==> src/rtl/ika87ad_pkg.sv <==
// Shared types and constants for the IKA87AD external-bus responder.
package ika87ad_pkg;

  typedef enum logic [1:0] {
    IDLE,
    RD_WAIT,
    RD_HOLD,
    WR_WAIT
  } state_t;

  localparam logic [7:0] OPEN_BUS_DEFAULT = 8'hFF;

endpackage

==> src/rtl/ika87ad_strobe_edge.sv <==
// Registers one active-low CPU strobe and flags its falling or rising edge.
module ika87ad_strobe_edge #(
  parameter bit FALLING = 1'b1
) (
  input  logic clk,
  input  logic rst_n,
  input  logic strobe,
  output logic hit
);

  logic q;

  // Resetting high means a strobe that is idle at reset release produces no edge.
  always_ff @(posedge clk or negedge rst_n) begin
    if (!rst_n) q <= 1'b1;
    else        q <= strobe;
  end

  assign hit = FALLING ? (q & ~strobe) : (~q & strobe);

endmodule

==> src/rtl/ika87ad_extbus_resp.sv <==
// Turns IKA87AD read/write strobes into level request/ACK transactions on a
// backing store, with timeout, one deferred read and sticky status flags.
module ika87ad_extbus_resp
  import ika87ad_pkg::*;
#(
  parameter int unsigned TIMEOUT  = 15,
  parameter logic [7:0]  OPEN_BUS = OPEN_BUS_DEFAULT
) (
  input  logic        i_EMUCLK,
  input  logic        i_RESET_n,
  input  logic [15:0] i_A,
  input  logic        i_RD_n,
  input  logic        i_WR_n,
  input  logic [7:0]  i_DO,
  output logic [7:0]  o_DI,
  output logic        o_MEM_REQ,
  output logic        o_MEM_WE,
  output logic [15:0] o_MEM_ADDR,
  output logic [7:0]  o_MEM_WDATA,
  input  logic        i_MEM_ACK,
  input  logic [7:0]  i_MEM_RDATA,
  input  logic        i_STAT_CLR,
  output logic        o_TMO,
  output logic        o_OVF
);

  localparam int unsigned   CW   = $clog2(TIMEOUT + 1);
  localparam logic [CW-1:0] LAST = CW'(TIMEOUT - 1);

  state_t        state;
  logic          rd_fall;
  logic          wr_rise;
  logic          rd_start;
  logic          wr_end;
  logic          timed_out;
  logic          read_pend;
  logic          set_tmo;
  logic          set_ovf;
  logic [CW-1:0] wait_cnt;
  logic [15:0]   pay_addr;
  logic [7:0]    pay_data;
  logic [15:0]   def_addr;
  logic          def_pend;

  ika87ad_strobe_edge #(.FALLING(1'b1)) u_rd_edge (
    .clk    (i_EMUCLK),
    .rst_n  (i_RESET_n),
    .strobe (i_RD_n),
    .hit    (rd_fall)
  );

  ika87ad_strobe_edge #(.FALLING(1'b0)) u_wr_edge (
    .clk    (i_EMUCLK),
    .rst_n  (i_RESET_n),
    .strobe (i_WR_n),
    .hit    (wr_rise)
  );

  assign rd_start  = rd_fall & i_WR_n;
  assign wr_end    = wr_rise;
  assign timed_out = (wait_cnt == LAST);
  assign read_pend = def_pend | rd_start;
  assign set_ovf   = wr_end & (state != IDLE);
  assign set_tmo   = o_MEM_REQ & ~i_MEM_ACK & timed_out &
                     ((state == RD_WAIT) | (state == WR_WAIT));

  always_ff @(posedge i_EMUCLK or negedge i_RESET_n) begin
    if (!i_RESET_n) begin
      pay_addr <= '0;
      pay_data <= '0;
    end else if (!i_WR_n) begin
      pay_addr <= i_A;
      pay_data <= i_DO;
    end
  end

  always_ff @(posedge i_EMUCLK or negedge i_RESET_n) begin
    if (!i_RESET_n) begin
      o_TMO <= 1'b0;
      o_OVF <= 1'b0;
    end else begin
      if (set_tmo)         o_TMO <= 1'b1;
      else if (i_STAT_CLR) o_TMO <= 1'b0;
      if (set_ovf)         o_OVF <= 1'b1;
      else if (i_STAT_CLR) o_OVF <= 1'b0;
    end
  end

  always_ff @(posedge i_EMUCLK or negedge i_RESET_n) begin
    if (!i_RESET_n) begin
      state       <= IDLE;
      wait_cnt    <= '0;
      def_pend    <= 1'b0;
      def_addr    <= '0;
      o_MEM_REQ   <= 1'b0;
      o_MEM_WE    <= 1'b0;
      o_MEM_ADDR  <= '0;
      o_MEM_WDATA <= '0;
      o_DI        <= OPEN_BUS;
    end else begin
      unique case (state)
        IDLE: begin
          if (wr_end) begin
            o_MEM_REQ   <= 1'b1;
            o_MEM_WE    <= 1'b1;
            o_MEM_ADDR  <= pay_addr;
            o_MEM_WDATA <= pay_data;
            wait_cnt    <= '0;
            state       <= WR_WAIT;
            if (rd_start) begin
              def_pend <= 1'b1;
              def_addr <= i_A;
            end
          end else if (rd_start) begin
            o_MEM_REQ  <= 1'b1;
            o_MEM_WE   <= 1'b0;
            o_MEM_ADDR <= i_A;
            wait_cnt   <= '0;
            state      <= RD_WAIT;
          end
        end
        RD_WAIT: begin
          // Entered with REQ low only from WR_WAIT: launch the deferred read first.
          if (!o_MEM_REQ) begin
            o_MEM_REQ  <= 1'b1;
            o_MEM_WE   <= 1'b0;
            o_MEM_ADDR <= def_addr;
            def_pend   <= 1'b0;
            wait_cnt   <= '0;
          end else if (i_MEM_ACK) begin
            o_MEM_REQ <= 1'b0;
            o_DI      <= i_MEM_RDATA;
            state     <= i_RD_n ? IDLE : RD_HOLD;
          end else if (timed_out) begin
            o_MEM_REQ <= 1'b0;
            o_DI      <= OPEN_BUS;
            state     <= RD_HOLD;
          end else begin
            wait_cnt <= wait_cnt + 1'b1;
          end
        end
        RD_HOLD: begin
          if (i_RD_n) state <= IDLE;
        end
        WR_WAIT: begin
          if (rd_start) begin
            def_pend <= 1'b1;
            def_addr <= i_A;
          end
          if (i_MEM_ACK || timed_out) begin
            o_MEM_REQ <= 1'b0;
            wait_cnt  <= '0;
            state     <= read_pend ? RD_WAIT : IDLE;
          end else begin
            wait_cnt <= wait_cnt + 1'b1;
          end
        end
      endcase
    end
  end

endmodule
==> config.mk <==
export PLATFORM = sky130hd
export DESIGN_NAME = ika87ad_extbus_resp
export DESIGN_NICKNAME = d
export VERILOG_FILES = /design/src/rtl/ika87ad_pkg.sv /design/src/rtl/ika87ad_strobe_edge.sv /design/src/rtl/ika87ad_extbus_resp.sv
export SDC_FILE = /design/constraint.sdc
export NUM_CORES = 1
export LEC_CHECK = 0
export ABC_AREA = 1
export CORE_MARGIN = 8
export CORE_UTILIZATION = 45
export DETAILED_ROUTE_END_ITERATION = 7
export PLACE_DENSITY = 0.69
export REMOVE_ABC_BUFFERS = 1
export SYNTH_ARGS = -nofsm -noshare
export SYNTH_HDL_FRONTEND = slang
export SYNTH_SLANG_ARGS = --single-unit
export TNS_END_PERCENT = 20
==> constraint.sdc <==
create_clock -name i_EMUCLK -period 2.15 [get_ports i_EMUCLK]
set_input_delay 0.43 -clock i_EMUCLK [delete_from_list [all_inputs] [get_ports i_EMUCLK]]
set_output_delay 0.43 -clock i_EMUCLK [all_outputs]
set_load 0.01 [all_outputs]
==> summary.txt <==
Run status
  – Status: completed

Min path
  – Hold Crit Class: primary input to async pin

Die
  – Full die area: between 10000 and 15000 sq um
  – Horiz. Die Dim: 107 um
  – Initial Util: 46.1%
  – Die Y: 107 um
  – Core area: roughly 8100 sq um
  – I/O Pins: 74
  – FP Rows: 33

Clock network
  – CTS tree: done
  – Root Buffer: clkbuf_8
  – Htree depth: 3
  – CTS buffer count: 9
  – Cts repair resizes: 0
  – Clock tree buffer depth: 2
  – Post-CTS Hold Buffers: 0
  – Worst-Skew Late Latency: 0.34 ns
  – Worst-path clk slew: roughly 0.090 ns
  – CTS Sinks: 85
  – Post-CTS Setup Bufs: 0

Power
  – Pwr Density: ~1200 nW/um^2
  – Leakage power: roughly 2.4 nW
  – Maximum VDD drop: roughly 0.00062 V

Drt
  – Via count: approximately 3100
  – Routed Antenna Nets: 0
  – WL final: 8510 um
  – Drt wl/cell: 13.5 um
  – # DRC: 0
  – TritonRoute pass-1 iters: 4
  – DR vias/cell: approximately 5
  – Iter 0 DRT Violations: 162

Synthesis
  – Yosys top cell area share: approximately 50%
  – Post-Syn Area: 3750 sq um
  – Async set-reset flop share out of synthesis: 100%
  – Gate Count Post-Synth: approximately 440
  – Post-synth EDFFs: 0
  – Seq/Total Area, Yosys: between 50 and 60%
  – FF+latch count, synth: between 80 and 90
  – Area contributors post-synth: dfrtp_1 50%, nand2_1 17%, o21ai_0 9.2%
  – Synth Flop Type: dfrtp_1
  – Synth cell types: 24
  – Syn avg cell area: 8.45 sq um
  – Largest area contributor in the netlist: dfrtp_1
  – Most common cell in the netlist: nand2_1
  – Synth top cells by count: 174 x nand2_1, 75 x dfrtp_1, 69 x o21ai_0
  – Ys Warns: 0

Placement
  – Post-DP HPWL: approximately 6000 um
  – Global placement routability congestion: slightly above 0.8
  – I/O Buffers: 73

Critical path
  – Buf/Inv on CP: 1
  – Crit path max fanout: 2
  – Worst Setup Start Kind: register
  – Worst Path Arrival: roughly 1.4 ns
  – Max stage delay on crit path: roughly 0.54 ns
  – Crit. Startpoint: o_DI[3]
  – Critical path capture point type: output pin
  – CP delay by family, top: buffers and inverters
  – Slowest-stage cell, CP: clkdlybuf4s50_1
  – Critical path required time: between 1.5 and 2 ns
  – Crit-path cells: clkdlybuf4s50_1
  – R2R Path Start: state[0]
  – WS Path Type: register to output pin

Run
  – Number of max-cap violations: 0

Cells and area
  – Layout cell share with drive strength beyond 1: approximately 9.9%
  – Nets: 560
  – Antenna cells: 0
  – Post-layout util: around 59%
  – Area growth syn-to-layout: 28.5%

Timing
  – Setup-failing EPs final: 0
  – Final Slew Violations: 0
  – RSZ-0062 raised after global routing: false
  – Minimum hold slack: between 0.04 and 0.05 ns
  – Fmax: 0.542 GHz
  – Endpoints failing hold: 0
  – Worst rel slew slack: between 60% and 70%
  – Worst Max-Slew Pin Slew: between 0.4 and 0.5 ns
  – Fin crit share: a little under nine tenths
  – Final Critical Period: 1.84 ns
  – Post-route clock skew: 0.0102 ns

GRT
  – Number of global-route vias before repair: between 3000 and 4000
  – Total global routing overflow: 0
  – Largest net degree at the start of global routing: 49
  – First-pass GRT wire length: about 15000 um
  – Antenna violations before repair: 0
  – Total track usage: roughly 16%
## cell families after synthesis
logic type	synth area share, %
DFF	57.1
muxes	2.10
buffers and inverters	6.17
and+or+nand+nor	23.4
adders and majority gates	0.667
AOI/OAI and AO/OA	10.3
xor gates and xnor gates	0.234
## worst paths after layout
path                       cells past startpoint  slack, ns       endpoint
setup / recovery                               1       0.31        o_DI[3]
hold / removal                                 1       0.05    def_addr[5]
setup reg to reg                               7       0.40  o_MEM_ADDR[7]
hold reg to reg                                2       0.47  o_MEM_ADDR[1]
max in group asynchronous                      2       1.42        o_DI[5]
min in group i_EMUCLK                          2       0.47  o_MEM_ADDR[1]
## metal layers
| metal | GRT usage [%] | routed length, um | vias up |
|---|---|---|---|
| li1 | - | - | 1559 |
| met1 | 19.4 | 3890 | 1444 |
| met3 | 2.87 | 376 | 17 |
| met5 | 0 | 0 | - |
| met2 | 25.9 | 4050 | 78 |
| met4 | 7.14 | 201 | 0 |
## state kept, by name, summed over array words and instances, names as in the netlist
name / count
def_addr: 16
o_MEM_ADDR: 16
pay_addr: 16
o_DI: 8
o_MEM_WDATA: 8
pay_data: 8
wait_cnt: 4
state: 2
def_pend: 1
o_MEM_REQ: 1
o_MEM_WE: 1
o_OVF: 1
o_TMO: 1
u_rd_edge.q: 1
u_wr_edge.q: 1
## power by group
part	switching [W]	internal [W]	leakage, nW	total, W
clock	0.000554	0.000569	0.0878	0.00112
combinational	0.00125	0.00111	1.23	0.00236
sequential	0.000308	0.00217	1.05	0.00248
## cell type report
cell class / count / area (sq um)
clock buffer: 11 / 141
clock inverter: 5 / 60.1
fill: 714 / 3320
inverter: 34 / 128
multi-input combinational: 304 / 1380
sequential: 85 / 2140
tap: 105 / 131
timing repair buffer: 86 / 838
## metrics by stage
step                      cells  power, W  worst slack [ns]  instance area (sq um)  setup TNS [ns]
after floorplan             423   0.00369           -0.0942                   3650           -1.51
after global placement      614   0.00482             0.177                   4620               0
after detailed placement    614   0.00490             0.130                   4620               0
after CTS                   630   0.00604             0.281                   4820               0
after global routing        630   0.00646             0.215                   4820               0
final                       630   0.00597             0.306                   4820               0
## placed cells by master, fill, tap and decap left out, drive strengths merged
cell type / count
a21oi: 1
a31oi: 1
buf: 14
bufinv: 1
clkbuf: 11
clkdlybuf4s50: 72
clkinv: 1
clkinvlp: 4
dfrtp: 75
dfstp: 10
ha: 2
inv: 33
mux2: 7
nand2: 175
nand3: 21
nand3b: 1
nand4: 5
nor2: 18
o21ai: 69
o21bai: 1
o22ai: 2
xor2: 1
Note: power is estimated with default switching activity, not from simulation.
==> RTL edit 1 (config.mk and constraints unchanged) <==
The parameter `TIMEOUT` goes from 15 to 30.
--- a/src/rtl/ika87ad_extbus_resp.sv
+++ b/src/rtl/ika87ad_extbus_resp.sv
@@ -4,5 +4,5 @@
   import ika87ad_pkg::*;
 #(
-  parameter int unsigned TIMEOUT  = 15,
+  parameter int unsigned TIMEOUT  = 30,
   parameter logic [7:0]  OPEN_BUS = OPEN_BUS_DEFAULT
 ) (
Check against the original RTL: no difference found for any inputs over 10 cycles, from zero or initial values and one cycle with i_RESET_n low; that may be too few to reach the edited logic, so the function may still have changed.
==> RTL edit 1 against the unedited design <==
  * The run now ends with hold timing left
  * Power up 3.0%
  * Clock skew is 0.84 ps higher
  * Routed wire length up 2.6%
  * Critical path depth stayed put
  * Final cell count increased by 6.0%
  * Synthesized cell count is 7.4% higher
  * Area after synthesis increased by 3.2%
  * Worst setup slack lost 21 ps
  * Design area increased by 3.0%
  * Sequential cell count rose by 1
  * Critical path type unchanged
==> RTL edit 1: results (changes against the unedited design) <==
metric;value;unit;change
n_all_inverters;40;;was 34
numPortBuffers;73;;unchanged
multi_input_cells;331;;was 304
violations;hold timing;;
met2_length;4220;um;was 4050 um
synthTopCellsByArea;dfrtp_1 (49%), nand2_1 (18%), o21ai_0 (7.6%);;was dfrtp_1 (50%), nand2_1 (17%), o21ai_0 (9.2%)
yosysSeqAreaShare;55.9;%;was 57.1%
final-nonclk-buf-share;17.5;%;was 17.4%
synth_common_cells;nand2_1 (188), dfrtp_1 (76), o21ai_0 (59), inv_1 (33), nor2_1 (30);;was nand2_1 (174), dfrtp_1 (75), o21ai_0 (69), inv_1 (30), nand3_1 (21)
place_congestion;0.826;;was 0.807
reg2reg_to;wait_cnt[2]$_DFFE_PN0P_;;was o_MEM_ADDR[7]$_DFFE_PN0P_
endpoint;o_DI[7];;was o_DI[3]
rows;34;;was 33
synth_fa_ha_area_share;0.646;%;was 0.667%
syn_inst;477;;was 444
holdWs;-8.08;ps;was 45.5 ps
internal_power;0.00390;W;was 0.00385 W
buffers;87;;was 86
reg2regPathDepth;9;;was 7
hpwl;6290;um;was 6010 um
fin_ws;285;ps;was 306 ps
grt_first_pass_wirelength;15300;um;was 14700 um
clock_area_share;3.81;%;was 4.18%
grt_pass1_vias;3285;;was 3114
clock_buffers;10;;was 11
drc;0;;unchanged
dp_slack;101;ps;was 130 ps
rr_startpoint;wait_cnt[0]$_DFFE_PN0P_;;was state[0]$_DFFE_PN0P_
synth_cell_types;27;;was 24
drt-met1-wl;3960;um;was 3890 um
fin_util;58.0;%;was 59.2%
dp.cells;652;;was 614
post_drt_wl_per_cell;13.1;um;was 13.5 um
place_area;4770;um2;was 4620 um2
drive_gt1_share;10.0;%;was 9.90%
synth_compound_area_share;8.82;%;was 10.3%
clock-sinks;86;;was 85
clock_latency;360;ps;was 340 ps
power_frac_comb;40.5;%;was 39.6%
clock_skew;11.0;ps;was 10.2 ps
synth_xor_area_share;0.452;%;was 0.234%
finalHoldViolCount;8;;was 0
p_sw_share;36.5;%;was 35.5%
grt_start_max_net_pins;34;;was 49
fillers;801;;was 714
synth.area.mux_share;0;%;was 2.10%
layout.nets;595;;was 560
worstPathArrival;1440;ps;was 1410 ps
relSlewSlack;72.7;%;was 67.1%
status;finished with violations;;was complete, no violations
==> RTL edit 1: changes by cell type in the layout (fill, tap and decap cells not counted), sizes merged, moves of 3 or more <==
cell / change
mux2: -7
o21ai: -9
nand3: +4
nand4: -4
clkinv: +3
nor2: +18
nand2: +15
clkinvlp: -3
inv: +7
nor3: +9
==> RTL edit 1: logic make-up (layout without fill, tap and decap cells) <==
family                     count (synthesis)  in the layout
adders and majority gates                  2              2
AOI/OAI and AO/OA                         66             66
xor gates and xnor gates                   2              2
and+or+nand+nor                          261            261
buffers and inverters                     60            143
DFF                                       86             86
==> RTL edit 1: metal layers <==
metal / GRT usage [%] / up-vias
met4: 7.14 / 0
met3: 3.19 / 8
met2: 25.2 / 78
li1: - / 1650
met5: 0 / -
met1: 21.3 / 1513
==> RTL edit 2 (same flow settings) <==
Without the edit above. Put one more register stage on the output `o_OVF`, with the module's reset. The value now appears one clock later. The other outputs are not delayed to match.
--- a/src/rtl/ika87ad_extbus_resp.sv
+++ b/src/rtl/ika87ad_extbus_resp.sv
@@ -27,4 +27,6 @@
   localparam int unsigned   CW   = $clog2(TIMEOUT + 1);
   localparam logic [CW-1:0] LAST = CW'(TIMEOUT - 1);
+
+  logic o_OVF_s0;
 
   state_t        state;
@@ -78,10 +80,10 @@
     if (!i_RESET_n) begin
       o_TMO <= 1'b0;
-      o_OVF <= 1'b0;
+      o_OVF_s0 <= 1'b0;
     end else begin
       if (set_tmo)         o_TMO <= 1'b1;
       else if (i_STAT_CLR) o_TMO <= 1'b0;
-      if (set_ovf)         o_OVF <= 1'b1;
-      else if (i_STAT_CLR) o_OVF <= 1'b0;
+      if (set_ovf)         o_OVF_s0 <= 1'b1;
+      else if (i_STAT_CLR) o_OVF_s0 <= 1'b0;
     end
   end
@@ -160,3 +162,11 @@
   end
 
+  always_ff @(posedge i_EMUCLK or negedge i_RESET_n) begin
+    if (!i_RESET_n) begin
+      o_OVF <= '0;
+    end else begin
+      o_OVF <= o_OVF_s0;
+    end
+  end
+
 endmodule
Formal check against the unedited RTL: not equivalent (Yosys sat finds a counterexample within 4 cycles, from zero or initial values and one cycle with i_RESET_n low).
==> RTL edit 2 against the unedited design <==
  * Sequential cell count up 1
  * Sequential share of layout area shrank 0.32 points
  * Maximum frequency fell by 0.29%
  * Routed wire length increased by 4.2%
  * Power up 5.2%
  * Worst setup slack lost 5.3 ps
  * Area after synthesis is 0.67% higher
  * Clock power grew 22%
  * Design area increased by 1.9%
  * Via count rose by 1.1%
  * Register-to-register slack improved by 50 ps
==> RTL edit 2: results (changes against the unedited design) <==
metric;value;unit;change
synth_common_cells;nand2_1 (174), dfrtp_1 (76), o21ai_0 (69), inv_1 (30), nand3_1 (21);;was nand2_1 (174), dfrtp_1 (75), o21ai_0 (69), inv_1 (30), nand3_1 (21)
synth_area_per_cell;8.48;um2;was 8.45 um2
vias;3131;;was 3098
fin_cells;632;;was 630
clockBufferDepth;2;;unchanged
layout.nets;562;;was 560
numCtsBuffers;9;;unchanged
place_congestion;0.829;;was 0.807
dp.cells;616;;was 614
grt_start_max_net_pins;35;;was 49
synthTopCellsByArea;dfrtp_1 (50%), nand2_1 (17%), o21ai_0 (9.1%);;was dfrtp_1 (50%), nand2_1 (17%), o21ai_0 (9.2%)
wl_met3;374;um;was 376 um
drt-met1-wl;3960;um;was 3890 um
p_leak;2.41;nW;was 2.36 nW
reg2regPathDepth;5;;was 7
synth_xor_area_share;0.232;%;was 0.234%
drive_gt1_share;10.1;%;was 9.90%
hpwl;6170;um;was 6010 um
yosysSeqAreaShare;57.3;%;was 57.1%
worstMarginPinSlew;440;ps;was 493 ps
post_drt_wl_per_cell;14.0;um;was 13.5 um
max-vdd-ir-drop;0.000467;V;was 0.000620 V
cp_top_family;buffers and inverters;;unchanged
drt_iter0_drc;132;;was 162
synth_compound_area_share;10.3;%;about the same
grt_usage;16.3;%;was 15.6%
grt_pass1_vias;3196;;was 3114
status;complete, no violations;;unchanged
synth_fa_ha_area_share;0.663;%;was 0.667%
grt_first_pass_wirelength;15100;um;was 14700 um
synth.area.mux_share;2.09;%;was 2.10%
clock_skew;10.2;ps;about the same
==> RTL edit 2: stage by stage <==
step / setup slack [ps] / area, um2 / util, % / hold slack (ps) / TNS, ps
floorplan: -94.2 / 3670 / - / 134 / -1510
global placement: 114 / 4660 / 57.0 / 382 / 0
detailed placement: 103 / 4660 / 57.0 / 394 / 0
CTS: 275 / 4910 / 60.0 / 15.8 / 0
global route: 252 / 4910 / 60.0 / 30.8 / 0
finish: 301 / 4910 / 60.0 / 12.8 / 0
==> RTL edit 2: power by group <==
group	internal, W	total (W)	switching, W	leakage, nW
Clock	0.000806	0.00137	0.000562	0.120
Combinational	0.00113	0.00240	0.00127	1.24
Sequential	0.00220	0.00251	0.000311	1.06
==> RTL edit 2: final cells by class <==
type                       instances  area, um2
fill                             752       3270
inverter                          34        128
clock inverter                     5        106
clock buffer                      11        141
multi-input combinational        304       1380
timing repair buffer              87        858
tap                              105        131
sequential                        86       2160
==> RTL edit 2: metal layers <==
layer	up-vias	track usage [%]
met2	55	27.4
met1	1503	19.8
met4	0	7.14
li1	1562	-
met5	-	0
met3	11	2.99
==> RTL edit 2: path summary, 6_finish.rpt <==
kind | startpoint | endpoint | slack (ps)
setup / recovery | o_DI[7]$_DFFE_PN1P_ | o_DI[7] | 300
hold / removal | i_RESET_n | def_addr[8]$_DFFE_PN0P_ | 10
setup reg to reg | state[0]$_DFFE_PN0P_ | o_DI[0]$_DFFE_PN1P_ | 450
hold reg to reg | o_OVF_s0$_DFFE_PN0P_ | o_OVF$_DFF_PN0_ | 420
max in group asynchronous | i_RESET_n | o_MEM_ADDR[14]$_DFFE_PN0P_ | 1500
min in group i_EMUCLK | o_OVF_s0$_DFFE_PN0P_ | o_OVF$_DFF_PN0_ | 420
